### src/rtl/rice_symbol_assembler_if.sv
// Bundles the configuration, sample-input and block-output handshakes of
// rice_symbol_assembler, plus a read-only view of its FSM state.
//
// Parameters: J_MAX (max samples per block), SAMPLE_W (bits per sample).
// Signals:
//   cfg_start/cfg_ready  start a block with cfg_j / cfg_k / cfg_mode; cfg_err pulses on a rejected start
//   in_valid/in_ready    one sample per transfer: in_fs (FS value), in_kbits (split bits)
//   out_valid/out_ready  one block per transfer: out_j (sample count), out_block (slot 0 in MSBs), ovf
//   dbg_state            current FSM state (0 IDLE, 1 COLLECT, 2 ZERO, 3 DONE)
//
// Handshake rule for all three channels: a transfer happens on a rising clock
// edge where valid and ready are both high; the source holds its payload
// stable while valid is high and ready is low, and ready never depends
// combinationally on valid.
interface rice_symbol_assembler_if #(
  parameter int J_MAX    = 32,
  parameter int SAMPLE_W = 10,
  parameter int J_W      = $clog2(J_MAX + 1),
  parameter int K_W      = $clog2(SAMPLE_W)
);
  logic                      cfg_start;
  logic                      cfg_ready;
  logic [J_W-1:0]            cfg_j;
  logic [K_W-1:0]            cfg_k;
  logic [1:0]                cfg_mode;
  logic                      cfg_err;
  logic                      in_valid;
  logic                      in_ready;
  logic [SAMPLE_W-1:0]       in_fs;
  logic [SAMPLE_W-1:0]       in_kbits;
  logic                      out_valid;
  logic                      out_ready;
  logic [J_W-1:0]            out_j;
  logic [J_MAX*SAMPLE_W-1:0] out_block;
  logic                      ovf;
  logic [1:0]                dbg_state;

  // Upstream decoders, configuration source and downstream consumer side.
  modport master (
    output cfg_start, cfg_j, cfg_k, cfg_mode, in_valid, in_fs, in_kbits, out_ready,
    input  cfg_ready, cfg_err, in_ready, out_valid, out_j, out_block, ovf, dbg_state
  );

  // Assembler side.
  modport slave (
    input  cfg_start, cfg_j, cfg_k, cfg_mode, in_valid, in_fs, in_kbits, out_ready,
    output cfg_ready, cfg_err, in_ready, out_valid, out_j, out_block, ovf, dbg_state
  );
endinterface

### src/rtl/rice_symbol_assembler.sv
// Rice symbol assembler: rebuilds samples as (fs << k) | kbits from the FS and
// split-bit decoders, collects one block of up to J_MAX samples and hands the
// block downstream as one packed bus (slot 0 in the MSBs, unused slots zero).
//
// Ports:
//   clk    rising-edge clock
//   reset  asynchronous, active-low reset
//   bus    rice_symbol_assembler_if.slave (cfg / in / out handshakes, ovf, dbg_state)
//
// Block modes (cfg_mode): 00 rice-split, 01 zero-block, 10 uncompressed, 11 rejected.
//
// Optional build macro: RICE_SYM_OVF_EN enables the sticky per-block overflow
// flag (set when fs << k loses bits above SAMPLE_W in rice-split mode). When it
// is undefined, ovf is tied low and no overflow logic exists.
module rice_symbol_assembler #(
  parameter int J_MAX    = 32,
  parameter int SAMPLE_W = 10,
  parameter int J_W      = $clog2(J_MAX + 1),
  parameter int K_W      = $clog2(SAMPLE_W)
) (
  input  logic                     clk,
  input  logic                     reset,
  rice_symbol_assembler_if.slave   bus
);

  typedef enum logic [1:0] {
    IDLE    = 2'd0,
    COLLECT = 2'd1,
    ZERO    = 2'd2,
    DONE    = 2'd3
  } state_t;

  state_t                    state;
  logic [J_W-1:0]            j_q;
  logic [J_W-1:0]            idx;
  logic [K_W-1:0]            k_q;
  logic                      raw_q;        // 1: uncompressed block, slot = kbits
  logic [J_MAX*SAMPLE_W-1:0] block_q;
  logic                      out_valid_q;
  logic                      cfg_err_q;

  logic                      cfg_legal;
  logic                      accept;
  logic                      last;
  logic [SAMPLE_W-1:0]       shifted;
  logic [SAMPLE_W-1:0]       kmask;
  logic [SAMPLE_W-1:0]       slot_c;

  always_comb begin
    cfg_legal = (bus.cfg_j != '0) &&
                (int'(bus.cfg_j) <= J_MAX) &&
                (int'(bus.cfg_k) < SAMPLE_W) &&
                (bus.cfg_mode != 2'b11);
  end

  assign accept = (state == COLLECT) && bus.in_valid;
  assign last   = (idx == j_q - 1'b1);

`ifdef RICE_SYM_OVF_EN
  logic [2*SAMPLE_W-1:0] wide;
  logic                  ovf_hit;
  logic                  ovf_q;

  // Shift in double width so the bits that fall off the sample are visible.
  always_comb begin
    wide    = {{SAMPLE_W{1'b0}}, bus.in_fs} << k_q;
    shifted = wide[SAMPLE_W-1:0];
    ovf_hit = |wide[2*SAMPLE_W-1:SAMPLE_W];
  end

  always_ff @(posedge clk or negedge reset) begin
    if (!reset) begin
      ovf_q <= 1'b0;
    end else if (state == IDLE && bus.cfg_start && cfg_legal) begin
      ovf_q <= 1'b0;
    end else if (accept && !raw_q && ovf_hit) begin
      ovf_q <= 1'b1;
    end
  end

  assign bus.ovf = ovf_q;
`else
  always_comb begin
    shifted = bus.in_fs << k_q;
  end

  assign bus.ovf = 1'b0;
`endif

  // k is always < SAMPLE_W, so this mask keeps exactly the low k split bits.
  always_comb begin
    kmask  = ~({SAMPLE_W{1'b1}} << k_q);
    slot_c = raw_q ? bus.in_kbits : (shifted | (bus.in_kbits & kmask));
  end

  // out_valid rises one edge after DONE is entered, so a block is presented
  // one cycle after its last sample and two cycles after a zero-block start.
  always_ff @(posedge clk or negedge reset) begin
    if (!reset) begin
      state       <= IDLE;
      j_q         <= '0;
      idx         <= '0;
      k_q         <= '0;
      raw_q       <= 1'b0;
      block_q     <= '0;
      out_valid_q <= 1'b0;
      cfg_err_q   <= 1'b0;
    end else begin
      cfg_err_q <= 1'b0;
      case (state)
        IDLE: begin
          if (bus.cfg_start) begin
            if (cfg_legal) begin
              j_q     <= bus.cfg_j;
              k_q     <= bus.cfg_k;
              raw_q   <= bus.cfg_mode[1];
              block_q <= '0;
              idx     <= '0;
              state   <= (bus.cfg_mode == 2'b01) ? ZERO : COLLECT;
            end else begin
              cfg_err_q <= 1'b1;
            end
          end
        end
        COLLECT: begin
          if (accept) begin
            for (int s = 0; s < J_MAX; s++) begin
              if (idx == J_W'(s)) begin
                block_q[(J_MAX-1-s)*SAMPLE_W +: SAMPLE_W] <= slot_c;
              end
            end
            idx <= idx + 1'b1;
            if (last) begin
              state <= DONE;
            end
          end
        end
        ZERO: begin
          state <= DONE;
        end
        DONE: begin
          if (out_valid_q && bus.out_ready) begin
            out_valid_q <= 1'b0;
            state       <= IDLE;
          end else begin
            out_valid_q <= 1'b1;
          end
        end
        default: state <= IDLE;
      endcase
    end
  end

  assign bus.cfg_ready = (state == IDLE);
  assign bus.in_ready  = (state == COLLECT);
  assign bus.out_valid = out_valid_q;
  assign bus.out_j     = j_q;
  assign bus.out_block = block_q;
  assign bus.cfg_err   = cfg_err_q;
  assign bus.dbg_state = state;

endmodule
### src/flat_wrapper.sv
// flat-port wrapper written by rule: the top's interface ports become plain ports
module rice_symbol_assembler_flat 
#(
  parameter int J_MAX    = 32,
  parameter int SAMPLE_W = 10,
  parameter int J_W      = $clog2(J_MAX + 1),
  parameter int K_W      = $clog2(SAMPLE_W)
)
  (clk, reset, bus_cfg_start, bus_cfg_j, bus_cfg_k, bus_cfg_mode, bus_in_valid, bus_in_fs, bus_in_kbits, bus_out_ready, bus_cfg_ready, bus_cfg_err, bus_in_ready, bus_out_valid, bus_out_j, bus_out_block, bus_ovf, bus_dbg_state);
  rice_symbol_assembler_if #(.J_MAX(J_MAX), .SAMPLE_W(SAMPLE_W), .J_W(J_W), .K_W(K_W)) bus_i ();
  input  logic clk;
  input  logic reset;
  input wire logic [$bits(bus_i.cfg_start)-1:0] bus_cfg_start;
  input wire logic [$bits(bus_i.cfg_j)-1:0] bus_cfg_j;
  input wire logic [$bits(bus_i.cfg_k)-1:0] bus_cfg_k;
  input wire logic [$bits(bus_i.cfg_mode)-1:0] bus_cfg_mode;
  input wire logic [$bits(bus_i.in_valid)-1:0] bus_in_valid;
  input wire logic [$bits(bus_i.in_fs)-1:0] bus_in_fs;
  input wire logic [$bits(bus_i.in_kbits)-1:0] bus_in_kbits;
  input wire logic [$bits(bus_i.out_ready)-1:0] bus_out_ready;
  output wire logic [$bits(bus_i.cfg_ready)-1:0] bus_cfg_ready;
  output wire logic [$bits(bus_i.cfg_err)-1:0] bus_cfg_err;
  output wire logic [$bits(bus_i.in_ready)-1:0] bus_in_ready;
  output wire logic [$bits(bus_i.out_valid)-1:0] bus_out_valid;
  output wire logic [$bits(bus_i.out_j)-1:0] bus_out_j;
  output wire logic [$bits(bus_i.out_block)-1:0] bus_out_block;
  output wire logic [$bits(bus_i.ovf)-1:0] bus_ovf;
  output wire logic [$bits(bus_i.dbg_state)-1:0] bus_dbg_state;
  assign bus_i.cfg_start = bus_cfg_start;
  assign bus_i.cfg_j = bus_cfg_j;
  assign bus_i.cfg_k = bus_cfg_k;
  assign bus_i.cfg_mode = bus_cfg_mode;
  assign bus_i.in_valid = bus_in_valid;
  assign bus_i.in_fs = bus_in_fs;
  assign bus_i.in_kbits = bus_in_kbits;
  assign bus_i.out_ready = bus_out_ready;
  assign bus_cfg_ready = bus_i.cfg_ready;
  assign bus_cfg_err = bus_i.cfg_err;
  assign bus_in_ready = bus_i.in_ready;
  assign bus_out_valid = bus_i.out_valid;
  assign bus_out_j = bus_i.out_j;
  assign bus_out_block = bus_i.out_block;
  assign bus_ovf = bus_i.ovf;
  assign bus_dbg_state = bus_i.dbg_state;
  rice_symbol_assembler #(.J_MAX(J_MAX), .SAMPLE_W(SAMPLE_W), .J_W(J_W), .K_W(K_W)) u_core (.clk(clk), .reset(reset), .bus(bus_i));
endmodule
### config.mk
export PLATFORM = sky130hd
export DESIGN_NAME = rice_symbol_assembler_flat
export DESIGN_NICKNAME = d
export VERILOG_FILES = /design/src/rtl/rice_symbol_assembler_if.sv /design/src/rtl/rice_symbol_assembler.sv /design/src/flat_wrapper.sv
export SDC_FILE = /design/constraint.sdc
export NUM_CORES = 1
export LEC_CHECK = 0
export CORE_UTILIZATION = 49
export CTS_CLUSTER_DIAMETER = 60
export CTS_CLUSTER_SIZE = 40
export DETAILED_ROUTE_END_ITERATION = 7
export PLACE_DENSITY = 0.82
export SYNTH_ARGS = -nofsm -noshare
export SYNTH_HDL_FRONTEND = slang
export SYNTH_SLANG_ARGS = --single-unit
### constraint.sdc
create_clock -name clk -period 3.3 [get_ports clk]
set_clock_uncertainty 0.1 [all_clocks]
set_input_delay 0.495 -clock clk [delete_from_list [all_inputs] [get_ports clk]]
set_output_delay 0.495 -clock clk [all_outputs]
set_load 0.02 [all_outputs]
After elaboration in Yosys (flattened, before gate mapping) --
Index checks and enable logic that the tools add are counted.
Word-level totals: word-level logic and storage cells 218, bits in registers 341, output and inout port bits 333, input port bits 37
Operators by class: shifts and indexed selects 2, reductions and logical operators 44, mux-type cells 52, bitwise logic cells 3, equal/unequal tests 74, magnitude comparators 2, $add $sub $neg 2
Operators with widths (number):
- two-way mux 320 bit | 3
- one-hot mux 320 bit (2 select lines) | 1
- two-way mux 10 bit | 33
- AND reduction 5 bit | 33
- equality test 6 x 5 -> 1 bit (second input constant) | 16
- inequality test 2 x 1 -> 1 bit (second input constant) | 36
- equality test 6 x 4 -> 1 bit (second input constant) | 8
- equality test 6 x 3 -> 1 bit (second input constant) | 4
- two-way mux 6 bit | 3
- equality test 6 x 2 -> 1 bit (second input constant) | 2
- two-way mux 2 bit | 6
- one-hot mux 6 bit (2 select lines) | 1
- AND 10 bit | 1
- NOT 10 bit | 1
- bitwise OR 10 bit | 1
- left shift 10 x 4 -> 10 bit | 1
- left shift 10 x 4 -> 10 bit (first input constant) | 1
- one-hot mux 2 bit (4 select lines) | 1
- adder 6 x 1 -> 6 bit (second input constant) | 1
- equality test 6 x 1 -> 1 bit (second input constant) | 1
- equality test 6 bit | 1
- <= comparator 6 bit (second input constant) | 1
- logical NOT 6 bit | 1
- nonzero test 6 bit | 1
- other kinds (11) | 21

Depth between registers and ports, before layout --
depth in word-level cells 8, mapped depth 10, gate-level depth less buffers 8

Worst setup path before layout --
No wires, ideal clock.
kind register to register, start register u_core.state[0], in the netlist u_core.bus.dbg_state[0], end register u_core.block_q[260], in the netlist u_core.bus.out_block[260], stages on the path, launching flop included 10, required time 3.075 ns, path buffers 2, slack 0.312 ns, data arrival time 2.763 ns, cells stage by stage dfrtp_1 -> inv_1 -> ha_1 -> clkbuf_1 -> inv_1 -> o22a_1 -> buf_2 -> nand4b_1 -> o21ai_4 -> mux2_4
RTL lines:
- start: declaration | line rice_symbol_assembler.sv:33 | state_t state;
- start signal: assignment | line rice_symbol_assembler.sv:119 | state <= (bus.cfg_mode == 2'b01) ? ZERO : COLLECT;
- logical NOT 2 bit *
- net bus_cfg_ready | line flat_wrapper.sv:21 | output wire logic [$bits(bus_i.cfg_ready)-1:0] bus_cfg_ready;
- inequality test 2 x 1 -> 1 bit (no line) (tied with other cells)
- AND reduction 5 bit (no line)
- end signal: indexed assignment | line rice_symbol_assembler.sv:129 | block_q[(J_MAX-1-s)*SAMPLE_W +: SAMPLE_W] <= slot_c;
- end: declaration | line rice_symbol_assembler.sv:38 | logic [J_MAX*SAMPLE_W-1:0] block_q;
The timed path passes the listed nets; every way through them passes the cells marked *. A chain may end at the register's enable or synchronous reset.

Final worst setup path --
start register u_core.state[0], in the netlist u_core.bus.dbg_state[0], end register u_core.block_q[152], in the netlist u_core.bus.out_block[152]
Between the ends: word-level cells in the longest chain between the ends 4
Ends and longest elaborated chain:
- equality test 2 x 1 -> 1 bit | line rice_symbol_assembler.sv:56, rice_symbol_assembler.sv:110
- logical AND 1 bit | line rice_symbol_assembler.sv:56 | assign accept = (state == COLLECT) && bus.in_valid;
- inequality test 2 x 1 -> 1 bit (no line)
- AND reduction 5 bit (no line)
Parallel ways exist; a longest one is shown, timed or not.

==> flow_metrics.env <==
export IMPL_finalSetupTns_ps=0
export IMPL_viasPerCell=5.49
export IMPL_rsz0062_at_grt="no"
export IMPL_crit_fanout=10
export IMPL_cts_resized=0
export IMPL_cts_tree="yes"
export IMPL_grt_usage=0.268
export IMPL_fill_cells=2020
export IMPL_slew_headroom=0.251
export IMPL_final_cells=1719
export IMPL_finalWorstSetupSlack_ps=405
export IMPL_reg2reg_slack_ps=400
export IMPL_hold_depth=1
export IMPL_first_pass_iters=4
export IMPL_cp_num_cells=7
export IMPL_grt_pass1_vias=10100
export IMPL_synthMuxAreaShare=0.290
export IMPL_met1_length_um=17000
export IMPL_highest_layer="met4"
export IMPL_path_class="register to register"
export IMPL_worstHoldStart="u_core.bus.out_block[30]$_DFFE_PN0P_"
export IMPL_post_cts_buffers=0
export IMPL_finalWorstPathRequiredPeriod_ps=2900
export IMPL_synth_compound_area_frac=0.0583
export IMPL_pwr_share_comb=0.499
export IMPL_totalPowerFinal_mw=20.5
export IMPL_boundaryPins=370
export IMPL_layout_drive_gt1_share=0.341
export IMPL_grt_pass1_wl_um=62500
export IMPL_vias=9433
export IMPL_p_leak_nw=8.94
export IMPL_core_area_sq_mm=0.0290
export IMPL_maxCapViolations=0
export IMPL_pre_cts_ws_ps=1.43
export IMPL_drc=0
export IMPL_rows=62
export IMPL_postCtsHoldBufs=1
export IMPL_required_ps=3630
export IMPL_clockBufferDepth=3
export IMPL_p_int_mw=12.2
export IMPL_timing_critical_path_buf_inv=2
export IMPL_synth_simple_gate_area_frac=0.0371
export IMPL_synth_xor_area_frac=0.00479
export IMPL_die_width_um=175
export IMPL_synth_edf_count=0
export IMPL_nNetsFinal=1362
export IMPL_switching_power_mw=8.26
export IMPL_crit_path_max_incr_delay_ps=530
export IMPL_cp_top_family="compound AO/OA/AOI/OAI gates"
export IMPL_synth_top_family_by_area="multiplexers"
export IMPL_antenna_found_initial=0
export IMPL_place_area_sq_mm=0.0190
export IMPL_initial_utilization=0.504
export IMPL_syn_area_sq_mm=0.0146
export IMPL_synth_avg_cell_area_sq_um=15.6
export IMPL_area_growth_pct=36.5
export IMPL_hold_violations=0
export IMPL_synth_warnings=0
export IMPL_drt_iter0_drc=459
export IMPL_cts_made_buffers=25
export IMPL_setup_viol=0
export IMPL_ys_ff_latch=341
export IMPL_whs_ps=393
export IMPL_arrival_ps=3230
export IMPL_clk_pin_slew_ps=100
export IMPL_syn_inst=938
export IMPL_power_frac_clock=0.167
export IMPL_dp_hpwl_um=27700
export IMPL_end_kind="register"
export IMPL_place_congestion=0.867
export IMPL_grt_max_degree=88
export IMPL_power_frac_seq=0.334
export IMPL_cp_start_kind="register"
export IMPL_ys_flop_type="dfrtp_1"
export IMPL_met3WireLength_um=2870
export IMPL_overflow=0
export IMPL_tightest_slew_ps=1120
export IMPL_wl_um=40600
export IMPL_design_die_area_sq_mm=0.0305
export IMPL_crit_reg2reg_capture="u_core.bus.out_block[152]$_DFFE_PN0P_"
export IMPL_clk_latency_ps=540
export IMPL_hold_end="u_core.bus.out_block[30]$_DFFE_PN0P_"
export IMPL_yosysSeqAreaShare=0.584
export IMPL_final_util=0.688
export IMPL_p_sw_frac=0.403
export IMPL_cts_sinks=341
export IMPL_diodes=0
export IMPL_wire_per_inst_um=23.6
export IMPL_cts_root_buffer="clkbuf_16"
export IMPL_critPathMostFrequentCell="inv_1"
export IMPL_ant_nets=0
export IMPL_worstPathCellList="inv_1 > ha_1 > inv_1 > o22a_1 > nand3_1 > o21ai_4 > mux2_2"
export IMPL_powerDensity_mw_per_mm2=1030
export IMPL_hold_path_class="register to register"
export IMPL_die_h_um=175
export IMPL_met2WireLength_um=19200
export IMPL_fin_area_sq_mm=0.0199
export IMPL_crit_slowest_cell="o21ai_4"
export IMPL_drv_slew=0
export IMPL_reg2reg_depth=7
export IMPL_syn_num_nets=983
export IMPL_yosysUniqueCellTypes=57
export IMPL_place_inst=1673
export IMPL_port_buffers=368
export IMPL_h_tree_depth=1
export IMPL_synth_adder_area_share=0.00685
export IMPL_status="complete, no violations"
export IMPL_final_period_utilization=0.877
export IMPL_clock_fmax_mhz=345
export IMPL_synthArstFlopShare=1.00
export IMPL_r2r_start="u_core.bus.dbg_state[0]$_DFFE_PN0P_"
export IMPL_ir_drop_mv=0.669
final cells by class:
class | count | area (sq um) | area share
Clock buffer | 27 | 643 | 0.0322
Clock inverter | 18 | 298 | 0.0149
Inverter | 12 | 45.0 | 0.00226
Multi-Input combinational cell | 535 | 5910 | 0.296
Sequential cell | 341 | 8530 | 0.428
Tap cell | 384 | 480 | 0.0241
Timing Repair Buffer | 402 | 4030 | 0.202
cells by family (layout without fill, tap and decap cells):
group | after synthesis | in the layout
compound gates | 85 | 85
xor+xnor | 8 | 8
fa+ha+maj | 8 | 8
buf+inv | 62 | 459
flops | 341 | 341
mux | 345 | 345
other cells | 1 | 1
simple gates | 88 | 88
power groups by stage:
stage / combinational (mW) / sequential [mW] / clock [mW]
final: 10.2 / 6.83 / 3.42
after CTS: 10.3 / 6.83 / 3.48
after detailed placement: 10.2 / 6.87 / 0
after floorplan: 3.64 / 8.47 / 0
after global placement: 10.1 / 6.80 / 0
after global routing: 10.7 / 7.02 / 3.64
synth_stat cells (all sizes together), types with 3 or more instances:
cell type	instances	area [sq um]
dfrtp	341	8530
xnor2	4	35.0
nand2b	3	18.8
mux2i	11	110
mux2	332	4080
or3	3	18.8
a21oi	11	66.3
o211ai	4	30.0
ha	8	100
or4	3	26.3
nand4b	4	41.3
o21ai	47	573
inv	12	45.0
xor2	4	35.0
nand2	31	189
nor2	18	67.6
clkbuf	40	150
a211oi	3	22.5
nor3	4	20.0
buf	10	77.6
nand3	11	65.1
state kept, by name, indices dropped and copies added (netlist names):
register / cells
u_core.bus.out_j: 6
u_core.bus.cfg_err: 1
u_core.bus.out_block: 320
u_core.idx: 6
u_core.k_q: 4
u_core.bus.out_valid: 1
u_core.raw_q: 1
u_core.bus.dbg_state: 2
worst max-delay path by stage:
stage                                             start                                    end  slack [ps]
detailed placement                         bus_cfg_j[0]   u_core.bus.out_block[92]$_DFFE_PN0P_           1
global route        u_core.bus.dbg_state[0]$_DFFE_PN0P_  u_core.bus.out_block[125]$_DFFE_PN0P_         290
finish              u_core.bus.dbg_state[0]$_DFFE_PN0P_  u_core.bus.out_block[152]$_DFFE_PN0P_         400
global placement                           bus_cfg_j[0]   u_core.bus.out_block[98]$_DFFE_PN0P_          30
CTS                 u_core.bus.dbg_state[0]$_DFFE_PN0P_  u_core.bus.out_block[152]$_DFFE_PN0P_         410
floorplan           u_core.bus.dbg_state[0]$_DFFE_PN0P_  u_core.bus.out_block[260]$_DFFE_PN0P_         310
metal layers:
metal / GRT usage / vias to the layer above
li1: - / 4104
met1: 0.348 / 4920
met3: 0.0646 / 84
met2: 0.435 / 325
met5: 0 / -
met4: 0.100 / 0
layout by cell type (no fill, tap or decap), types with 3 or more instances in the layout:
master / instances
inv_1: 12
o21ai_0: 16
buf_4: 26
or3_1: 3
nand3_1: 9
o21ai_4: 30
xnor2_1: 4
dfrtp_1: 341
ha_1: 8
nand2_1: 26
nand2b_1: 3
nand2_8: 4
nand4b_1: 3
mux2_4: 92
nor2_4: 4
nor3_1: 4
mux2_1: 9
mux2i_1: 11
clkbuf_16: 25
inv_8: 3
clkdlybuf4s50_1: 367
xor2_1: 4
a21oi_1: 7
clkinv_8: 3
mux2_2: 231
inv_12: 5
buf_12: 7
nor2_1: 14
o211ai_1: 4
a21oi_4: 4
(Power assumes the default switching activity.)
